==> config.mk <==
export PLATFORM = sky130hd
export DESIGN_NAME = riscv_lsu
export DESIGN_NICKNAME = d
export VERILOG_FILES = /design/src/rtl/riscv_lsu.sv
export SDC_FILE = /design/constraint.sdc
export NUM_CORES = 1
export LEC_CHECK = 0
export ABC_CLOCK_PERIOD_IN_PS = 1700
export BUFFER_PORTS_ARGS = -buffer_cell sky130_fd_sc_hd__buf_2
export CORE_AREA = 2 2 80 82
export DETAILED_ROUTE_END_ITERATION = 8
export DIE_AREA = 0 0 82 84
export HOLD_SLACK_MARGIN = 0.12
export PLACE_DENSITY = 0.74
export SETUP_SLACK_MARGIN = 0.5
export SLEW_MARGIN = 10
export SYNTH_ARGS = -nofsm -noshare
export SYNTH_HDL_FRONTEND = slang
export SYNTH_SLANG_ARGS = --single-unit
==> constraint.sdc <==
create_clock -name clk_i -period 1.7 [get_ports clk_i]
set_input_delay 0.34 -clock clk_i [delete_from_list [all_inputs] [get_ports clk_i]]
set_output_delay 0.34 -clock clk_i [all_outputs]
set_load 0.005 [all_outputs]
==> src/rtl/riscv_lsu.sv <==
// -----------------------------------------------------------------------------
// riscv_lsu -- load/store unit between a RISC-V core and a simple memory port.
//
// A two-state FSM (IDLE, WAIT) sequences each access. Every access takes at
// least two cycles: the request cycle (always stalled) and one or more WAIT
// cycles. The access completes in the first WAIT cycle that sees mem_ready_i.
// Byte enables and replicated store data are derived from the access size.
// Load data is lane-selected and extended from mem_rd_i, and it is valid only
// in the completion cycle.
//
// Optional feature: define LSU_MISALIGN_TRAP_EN to trap misaligned H/HU/W
// accesses. A trapped access pulses misalign_o, is never issued to memory and
// does not stall. In the default build misaligned accesses are issued as if
// the low address bits were clear, and misalign_o is held at 0.
//
// Ports:
//   clk_i, rst_ni   clock, asynchronous active-low reset
//   core_req_i      core access request; core holds inputs while core_stall_o
//   core_we_i       1 = store, 0 = load
//   core_size_i     funct3 size: 0 B, 1 H, 2 W, 4 BU, 5 HU
//   core_addr_i     byte address
//   core_wd_i       right-aligned store data
//   core_rd_o       extended load result, 0 outside a load completion cycle
//   core_stall_o    core must hold its request
//   misalign_o      misaligned-access pulse (trap build only)
//   mem_req_o/we_o/be_o/addr_o/wd_o   memory request port
//   mem_rd_i        memory read data
//   mem_ready_i     memory completion flag
// -----------------------------------------------------------------------------
module riscv_lsu (
    input  logic        clk_i,
    input  logic        rst_ni,
    input  logic        core_req_i,
    input  logic        core_we_i,
    input  logic [2:0]  core_size_i,
    input  logic [31:0] core_addr_i,
    input  logic [31:0] core_wd_i,
    output logic [31:0] core_rd_o,
    output logic        core_stall_o,
    output logic        misalign_o,
    output logic        mem_req_o,
    output logic        mem_we_o,
    output logic [3:0]  mem_be_o,
    output logic [31:0] mem_addr_o,
    output logic [31:0] mem_wd_o,
    input  logic [31:0] mem_rd_i,
    input  logic        mem_ready_i
);

    localparam logic [2:0] SZ_B  = 3'd0;
    localparam logic [2:0] SZ_H  = 3'd1;
    localparam logic [2:0] SZ_W  = 3'd2;
    localparam logic [2:0] SZ_BU = 3'd4;
    localparam logic [2:0] SZ_HU = 3'd5;

    typedef enum logic {
        S_IDLE = 1'b0,
        S_WAIT = 1'b1
    } state_e;

    state_e state;
    logic   trapped;
    logic   in_wait;
    logic   complete;
    logic [7:0]  rd_byte;
    logic [15:0] rd_half;
    logic [31:0] rd_ext;

`ifdef LSU_MISALIGN_TRAP_EN
    logic misaligned;

    always_comb begin
        // NOTE: every always_comb output gets a default first, so no path can infer a latch.
        misaligned = 1'b0;
        case (core_size_i)
            SZ_H, SZ_HU: misaligned = core_addr_i[0];
            SZ_W:        misaligned = |core_addr_i[1:0];
            default:     misaligned = 1'b0;
        endcase
    end

    assign trapped = core_req_i & misaligned;
`else
    assign trapped = 1'b0;
`endif

    assign in_wait  = (state == S_WAIT);
    assign complete = in_wait & mem_ready_i & core_req_i;

    // Request side is purely combinational; a trapped access never reaches memory.
    assign misalign_o   = trapped;
    assign mem_req_o    = core_req_i & ~trapped;
    assign mem_we_o     = core_we_i;
    assign mem_addr_o   = core_addr_i;
    assign core_stall_o = core_req_i & ~(in_wait & mem_ready_i) & ~trapped;

    // Byte enables and store data. Unsigned sizes share the lane layout of
    // their signed counterparts; sizes 3, 6 and 7 enable no bytes.
    always_comb begin
        mem_be_o = 4'b0000;
        mem_wd_o = core_wd_i;
        case (core_size_i)
            SZ_B, SZ_BU: begin
                mem_be_o = 4'b0001 << core_addr_i[1:0];
                mem_wd_o = {4{core_wd_i[7:0]}};
            end
            SZ_H, SZ_HU: begin
                mem_be_o = 4'b0011 << {core_addr_i[1], 1'b0};
                mem_wd_o = {2{core_wd_i[15:0]}};
            end
            SZ_W:    mem_be_o = 4'b1111;
            default: mem_be_o = 4'b0000;
        endcase
    end

    // Load lane select and extension. In the default build addr[0] is not
    // looked at for halfwords and addr[1:0] not at all for words.
    always_comb begin
        rd_byte = mem_rd_i[{core_addr_i[1:0], 3'b000} +: 8];
        rd_half = core_addr_i[1] ? mem_rd_i[31:16] : mem_rd_i[15:0];
        rd_ext  = 32'h0;
        case (core_size_i)
            SZ_B:    rd_ext = {{24{rd_byte[7]}}, rd_byte};
            SZ_BU:   rd_ext = {24'h0, rd_byte};
            SZ_H:    rd_ext = {{16{rd_half[15]}}, rd_half};
            SZ_HU:   rd_ext = {16'h0, rd_half};
            SZ_W:    rd_ext = mem_rd_i;
            default: rd_ext = 32'h0;
        endcase
    end

    assign core_rd_o = (complete & ~core_we_i) ? rd_ext : 32'h0;

    // A dropped request in WAIT aborts the access; the cycle after a completion
    // is IDLE, which can already accept the next request.
    always_ff @(posedge clk_i or negedge rst_ni) begin
        // NOTE: state registers use non-blocking assignments so every flop samples pre-edge values.
        if (!rst_ni) begin
            state <= S_IDLE;
        end else begin
            case (state)
                S_IDLE:  if (core_req_i && !trapped)        state <= S_WAIT;
                S_WAIT:  if (mem_ready_i || !core_req_i)    state <= S_IDLE;
                default:                                     state <= S_IDLE;
            endcase
        end
    end

endmodule
==> results of run 1 <==
-- stage by stage --
step | TNS, ns | util [%] | total power, mW | instances | instance area [um2]
floorplan | -0.114 | - | 0.343 | 201 | 1560
global placement | -5.91 | 35.2 | 0.508 | 388 | 2150
detailed placement | -6.83 | 35.2 | 0.515 | 388 | 2150
CTS | -5.58 | 39.7 | 0.603 | 393 | 2420
global route | -6.12 | 43.8 | 0.729 | 402 | 2670
finish | -4.68 | 43.8 | 0.683 | 402 | 2670
-- worst max-delay path by stage --
stage	slack, ns	endpoint	cells past startpoint
after floorplan	-0.02	core_rd_o[20]	6
after global placement	-0.23	core_rd_o[10]	7
after detailed placement	-0.27	core_rd_o[14]	7
after CTS	-0.23	core_rd_o[14]	7
after global routing	-0.26	core_rd_o[14]	7
final	-0.21	core_rd_o[9]	7
-- layout make-up --
class                           instances  share of cell area, %
Multi-Input combinational cell        143                   46.1
Tap cell                               77                   3.61
Sequential cell                         1                  0.937
Timing Repair Buffer                  181                   49.3
-- cells by family (layout without fill, tap and decap cells) --
kind of cell / count (synthesis) / in the layout / share of synthesized area, %
AOI/OAI and AO/OA: 60 / 61 / 29.0
buffers and inverters: 58 / 181 / 27.8
and+or+nand+nor: 46 / 46 / 15.2
muxes: 35 / 35 / 26.1
other: 1 / 1 / 0.257
DFF: 1 / 1 / 1.71
-- synthesized netlist by cell type (3+ instances only) --
master / count
mux2i_1: 11
o21ai_0: 11
buf_2: 6
buf_4: 46
a22oi_1: 8
clkbuf_1: 5
a21oi_2: 10
mux2_2: 24
nand2_1: 23
nor2b_1: 3
a222oi_1: 7
nand2b_1: 3
a21oi_1: 17
nor2_1: 9
-- power by group through the flow --
stage          logic, mW  clock network, mW  registers (mW)
2_1_floorplan      0.317                  0          0.0266
3_3_place_gp       0.481                  0          0.0268
3_5_place_dp       0.488                  0          0.0270
4_1_cts            0.576                  0          0.0270
5_1_grt            0.702                  0          0.0273
6_report           0.656                  0          0.0270
-- critical path, stage by stage --
cell,delay (ns)
buf_12,0.11
or3b_4,0.41
o22ai_4,0.19
nand2b_1,0.10
buf_6,0.16
a21oi_2,0.13
buf_2,0.12
-- per-layer routing --
| layer | track usage (%) | vias to the layer above |
|---|---|---|
| met4 | 3.48 | 0 |
| met2 | 32.6 | 108 |
| met3 | 1.41 | 22 |
| met1 | 19.3 | 944 |
| li1 | - | 939 |
| met5 | 0 | - |
-- what timing repair did --
| action | in CTS | in global routing |
|---|---|---|
| hold endpoints to repair | 1 | 0 |
| pin swaps | 5 | 7 |
| setup buffers | 3 | 6 |
| endpoints found under the setup margin | 60 | 60 |
| hold buffers | 1 | 0 |
| cloned | 1 | 3 |
| resized for setup | 46 | 32 |
==> flow_summary.toml, run 1 <==
[yosys]
yosysWarnings = 0
ys_seq_area_share_pct = 1.72
synth_top_area_cell = "buf_4"
synth_edf_count = 0
synthTopCellsByArea = "buf_4, mux2_2, mux2i_1"
yosysTopAreaCellShare_pct = 23.7
yosysUniqueCellTypes = 29
synth_nets = 305
synth_cells = 201
synth.avg_cell_area_um2 = 7.26
synthFlopType = "dfrtp_1"
synth_seq_cells = 1
synth_async_sr_flop_share_pct = 100
syn_area_mm2 = 0.00146

[die]
design.die.area_mm2 = 0.00689
die_h_um = 84
ioPinCount = 208
fp.dieW_um = 82
core-area_mm2 = 0.00610
rows = 29
initial_core_util_pct = 23.9

[global_route]
grt_pass1_vias = 1835
overflow = 0
grt_max_degree = 28
grt_usage_pct = 16.8
antenna_found_initial = 0
grt_pass1_wl_um = 9180

[sta]
finalClockSkew_ns = 0
final_hold_viol_count = 0
finalSetupViolCount = 32
fin_crit_sh_pct = 113
max_freq_mhz = 522
rsz0062_at_grt = "true"
setup_slack_ns = -0.215
holdWs_ns = 0.488
min_period_ns = 1.91
drv_slew = 0

[routing]
vias = 2013
drc = 0
vias_per_cell = 5.01
dr_wl_met3_um = 559
dr.pass1.iters = 4
drt-total-wl_um = 7200
wl_met2_um = 3680
drt.antenna.violating_nets = 0
dr.max_layer_used = "met4"
wl_per_cell_um = 17.9
wirelength_met1_um = 2790
drt_iter0_drc = 89

[critical_path]
rr_endpoint = "in_wait"
critPathRequiredTime_ns = 1.36
worstSetupPathType = "in -> out"
crit_fanout = 8
timing.rr.start = "in_wait"
reg2reg_slack_ns = 1.07
critPathCaptureType = "primary output"
startpoint_type = "input port"
r2r_cells = 1
worstPathArrival_ns = 1.57
crit_path_start = "core_size_i[0]"

[placed_design]
post-dp-hpwl_um = 5200
gp_congestion = 0.754
io_buffers = 146
dp_slack_ns = -0.273

[final_layout]
seqCellArea_um2 = 25.0
drive_gt1_share_pct = 74.8
most-common-layout-cells = "buf_2, buf_6, a21oi_2"
n_antenna_cell = 0
largest_register_ffs = 1
multi_input_area_mm2 = 0.00123
area_growth_pct = 83.1
nFillCells = 627
final_common_cell = "buf_2"
nNetsFinal = 431

[pwr]
switching_power_mw = 0.283
cellLeakagePower_nw = 1.32
clkPwrFrac_pct = 0
p_comb_share_pct = 96.0
p_per_area_mw_per_mm2 = 256
ir_drop_mv = 0.132
switching_share_pct = 41.5
p_seq_share_pct = 4.0
p_int_mw = 0.400

[status]
status = "finished with violations"
violations = "setup timing"

[worst_hold_path]
hold_path_end = "in_wait"
hold_path.startpoint = "in_wait"
holdPathStages = 1
hold_path.class = "reg -> reg"

[clocking]
clk_pin_slew_worst_paths_ns = 0
clk_latency_ns = 0

[run]
cap_violations = 0
Note: power is estimated with default switching activity, not from simulation.
==> inputs of run 2 (changes only) <==
- SKIP_CTS_REPAIR_TIMING: unset -> 1
==> flow_summary.toml, run 2 (same netlist as run 1, synthesis figures left out) <==
[worst_hold_path]
hold_path.startpoint = "in_wait"
hold_path_end = "in_wait"
holdPathStages = 1
hold_path.class = "reg -> reg"

[pwr]
p_per_area_mw_per_mm2 = 248
switching_power_mw = 0.269
p_int_mw = 0.357
cellLeakagePower_nw = 1.25
ir_drop_mv = 0.109
clkPwrFrac_pct = 0
p_comb_share_pct = 95.7
switching_share_pct = 43.0
p_seq_share_pct = 4.3
design_power_total_mw = 0.627

[sta]
fin_crit_sh_pct = 114
final_hold_viol_count = 0
min_period_ns = 1.94
drv_slew = 0
rsz0062_at_grt = "true"
tns_ns = -5.28
max_freq_mhz = 515
finalClockSkew_ns = 0
holdWs_ns = 0.492
finalSetupViolCount = 32
setup_slack_ns = -0.240

[clocking]
clk_latency_ns = 0
clk_pin_slew_worst_paths_ns = 0

[die]
core-area_mm2 = 0.00610
ioPinCount = 208
rows = 29
die_h_um = 84
initial_core_util_pct = 23.9
fp.dieW_um = 82
design.die.area_mm2 = 0.00689

[global_route]
overflow = 0
grt_max_degree = 28
grt_pass1_vias = 1796
grt_usage_pct = 16.0
antenna_found_initial = 0
grt_pass1_wl_um = 8800

[critical_path]
critPathCaptureType = "primary output"
timing.rr.start = "in_wait"
critPathRequiredTime_ns = 1.36
worstSetupPathType = "in -> out"
r2r_cells = 1
crit_fanout = 8
worstPathArrival_ns = 1.60
startpoint_type = "input port"
rr_endpoint = "in_wait"
reg2reg_slack_ns = 1.07

[placed_design]
io_buffers = 146
gp_congestion = 0.754
post_dp_cell_area_mm2 = 0.00215
post-dp-hpwl_um = 5200

[final_layout]
final_core_util_pct = 41.5
drive_gt1_share_pct = 73.5
fin_area_mm2 = 0.00253
area_growth_pct = 73.3
n_antenna_cell = 0
final_common_cell = "buf_2"
nNetsFinal = 431
largest_register_ffs = 1
most-common-layout-cells = "buf_2, nand2_1, a21oi_2"

[routing]
drt.antenna.violating_nets = 0
vias = 2018
drc = 0
wl_per_cell_um = 17.9
vias_per_cell = 5.02
drt_iter0_drc = 88
drt-total-wl_um = 7200
dr.pass1.iters = 4

[status]
violations = "setup timing"
status = "finished with violations"

[run]
cap_violations = 0
## run 2: layer usage
metal	vias to the layer above	share of wire, %	track usage [%]
met5	-	0	0
met3	22	8.5	1.41
li1	949	-	-
met4	0	2.6	4.09
met1	934	37	18.5
met2	113	52	30.3
## run 2: worst max-delay path by stage
stage	from	to	slack [ns]	cells past startpoint
after floorplan	core_size_i[0]	core_rd_o[20]	-0.02	6
after global placement	core_size_i[1]	core_rd_o[10]	-0.23	7
after detailed placement	core_size_i[1]	core_rd_o[14]	-0.27	7
after CTS	core_size_i[1]	core_rd_o[14]	-0.28	7
after global routing	core_size_i[1]	core_rd_o[13]	-0.29	7
final	core_size_i[0]	core_rd_o[13]	-0.24	7
## run 2: stage by stage
| step | worst slack (ns) | cells |
|---|---|---|
| global route | -0.288 | 402 |
| CTS | -0.277 | 388 |
| finish | -0.240 | 402 |
| floorplan | -0.0168 | 201 |
| global placement | -0.226 | 388 |
| detailed placement | -0.273 | 388 |
## run 2: power by group through the flow
stage / clock network (mW) / registers [mW] / logic (mW)
after global placement: 0 / 0.0268 / 0.481
final: 0 / 0.0271 / 0.600
after global routing: 0 / 0.0274 / 0.645
after detailed placement: 0 / 0.0270 / 0.488
after CTS: 0 / 0.0270 / 0.491
after floorplan: 0 / 0.0266 / 0.317
## run 2: critical path, stage by stage
cell	delay, ns
buf_12	0.10
or3b_4	0.41
o22ai_4	0.22
nand2b_1	0.10
buf_6	0.16
a21oi_2	0.14
buf_2	0.13
## run 2: layout make-up
type / instances / area, um2
Multi-Input combinational cell: 143 / 1160
Sequential cell: 1 / 25.0
Fill cell: 653 / 3570
Tap cell: 77 / 96.3
Timing Repair Buffer: 181 / 1250
==> inputs of run 3 (changes only) <==
- SETUP_SLACK_MARGIN: 0.5 -> unset
==> flow_summary.toml, run 3 (same netlist as run 1, synthesis figures left out) <==
[status]
status = "finished with violations"
violations = "setup timing"

[worst_hold_path]
hold_path.startpoint = "in_wait"
hold_path.class = "reg -> reg"
holdPathStages = 1
hold_path_end = "in_wait"

[sta]
min_period_ns = 1.91
finalSetupViolCount = 33
finalClockSkew_ns = 0
holdWs_ns = 0.488
max_freq_mhz = 525
drv_slew = 0
setup_slack_ns = -0.206
final_hold_viol_count = 0
rsz0062_at_grt = "true"
tns_ns = -4.95
fin_crit_sh_pct = 112

[pwr]
cellLeakagePower_nw = 1.14
p_per_area_mw_per_mm2 = 235
ir_drop_mv = 0.121

[critical_path]
reg2reg_slack_ns = 1.08
slowest_delay_ns = 0.42
timing.rr.start = "in_wait"
worstSetupPathType = "in -> out"
crit_slowest_cell = "or3b_4"
critPathCaptureType = "primary output"
rr_endpoint = "in_wait"
critPathRequiredTime_ns = 1.36
startpoint_type = "input port"
r2r_cells = 1
path_cells = "buf_8 > or3b_4 > o22ai_4 > nor2_4 > buf_12 > a21oi_1 > buf_2"
worstPathArrival_ns = 1.57
crit_fanout = 15

[placed_design]
io_buffers = 146
dp_cells = 390
post_dp_cell_area_mm2 = 0.00213
post-dp-hpwl_um = 4520
gp_congestion = 0.754

[run]
cap_violations = 0

[global_route]
grt_pass1_vias = 1754
antenna_found_initial = 0
grt_pass1_wl_um = 8250
grt_max_degree = 26
grt_usage_pct = 14.7
overflow = 0

[routing]
dr.pass1.iters = 5
drt.antenna.violating_nets = 0
drt_iter0_drc = 112
drt-total-wl_um = 5680
vias = 1886
vias_per_cell = 4.79
drc = 0
wl_per_cell_um = 14.4

[die]
initial_core_util_pct = 23.9
ioPinCount = 208
rows = 29
fp.dieW_um = 82
core-area_mm2 = 0.00610
design.die.area_mm2 = 0.00689
die_h_um = 84

[clocking]
clk_latency_ns = 0
clk_pin_slew_worst_paths_ns = 0

[final_layout]
fin_area_mm2 = 0.00227
final_common_cell = "buf_2"
area_growth_pct = 55.5
layout.cells.non_filler = 394
nNetsFinal = 423
most-common-layout-cells = "buf_2, mux2_2, nand2_1"
largest_register_ffs = 1
n_antenna_cell = 0
nFillCells = 627
drive_gt1_share_pct = 70.7
## run 3: worst max-delay path by stage
stage / start / end / slack, ns
2_1_floorplan: core_size_i[0] / core_rd_o[20] / -0.02
3_3_place_gp: core_size_i[1] / core_rd_o[31] / -0.34
3_5_place_dp: core_size_i[0] / core_rd_o[31] / -0.34
4_1_cts: core_size_i[0] / core_rd_o[31] / -0.35
5_1_grt: core_size_i[1] / core_rd_o[14] / -0.24
6_report: core_size_i[1] / core_rd_o[29] / -0.21
## run 3: routing by layer
layer	GRT usage, %	wire length, um
met1	18.5	2160
met2	26.3	2940
met5	0	0
met3	2.06	536
met4	2.27	42
## run 3: final cells by class
type	count	area (um2)	share of cell area (%)
Timing Repair Buffer	174	1030	45.4
Multi-Input combinational cell	142	1120	49.2
Tap cell	77	96.3	4.25
Sequential cell	1	25.0	1.10
## run 3: critical path: cells and delay by family
family	cells	cell delay [ns]
AO/OA/AOI/OAI	2	0.35
buffers and inverters	3	0.39
AND/OR/NAND/NOR	2	0.49
## run 3: power breakdown
group	total (mW)	internal, mW	switching [mW]
Combinational	0.506	0.273	0.233
Clock	0	0	0
Sequential	0.0270	0.0259	0.00117
## run 3: through the flow
step	total power, mW	setup slack (ns)	utilization [%]
6_report	0.533	-0.206	37.2
5_1_grt	0.580	-0.237	37.2
4_1_cts	0.496	-0.346	34.9
3_5_place_dp	0.493	-0.341	34.9
3_3_place_gp	0.485	-0.341	34.9
2_1_floorplan	0.322	-0.0168	-
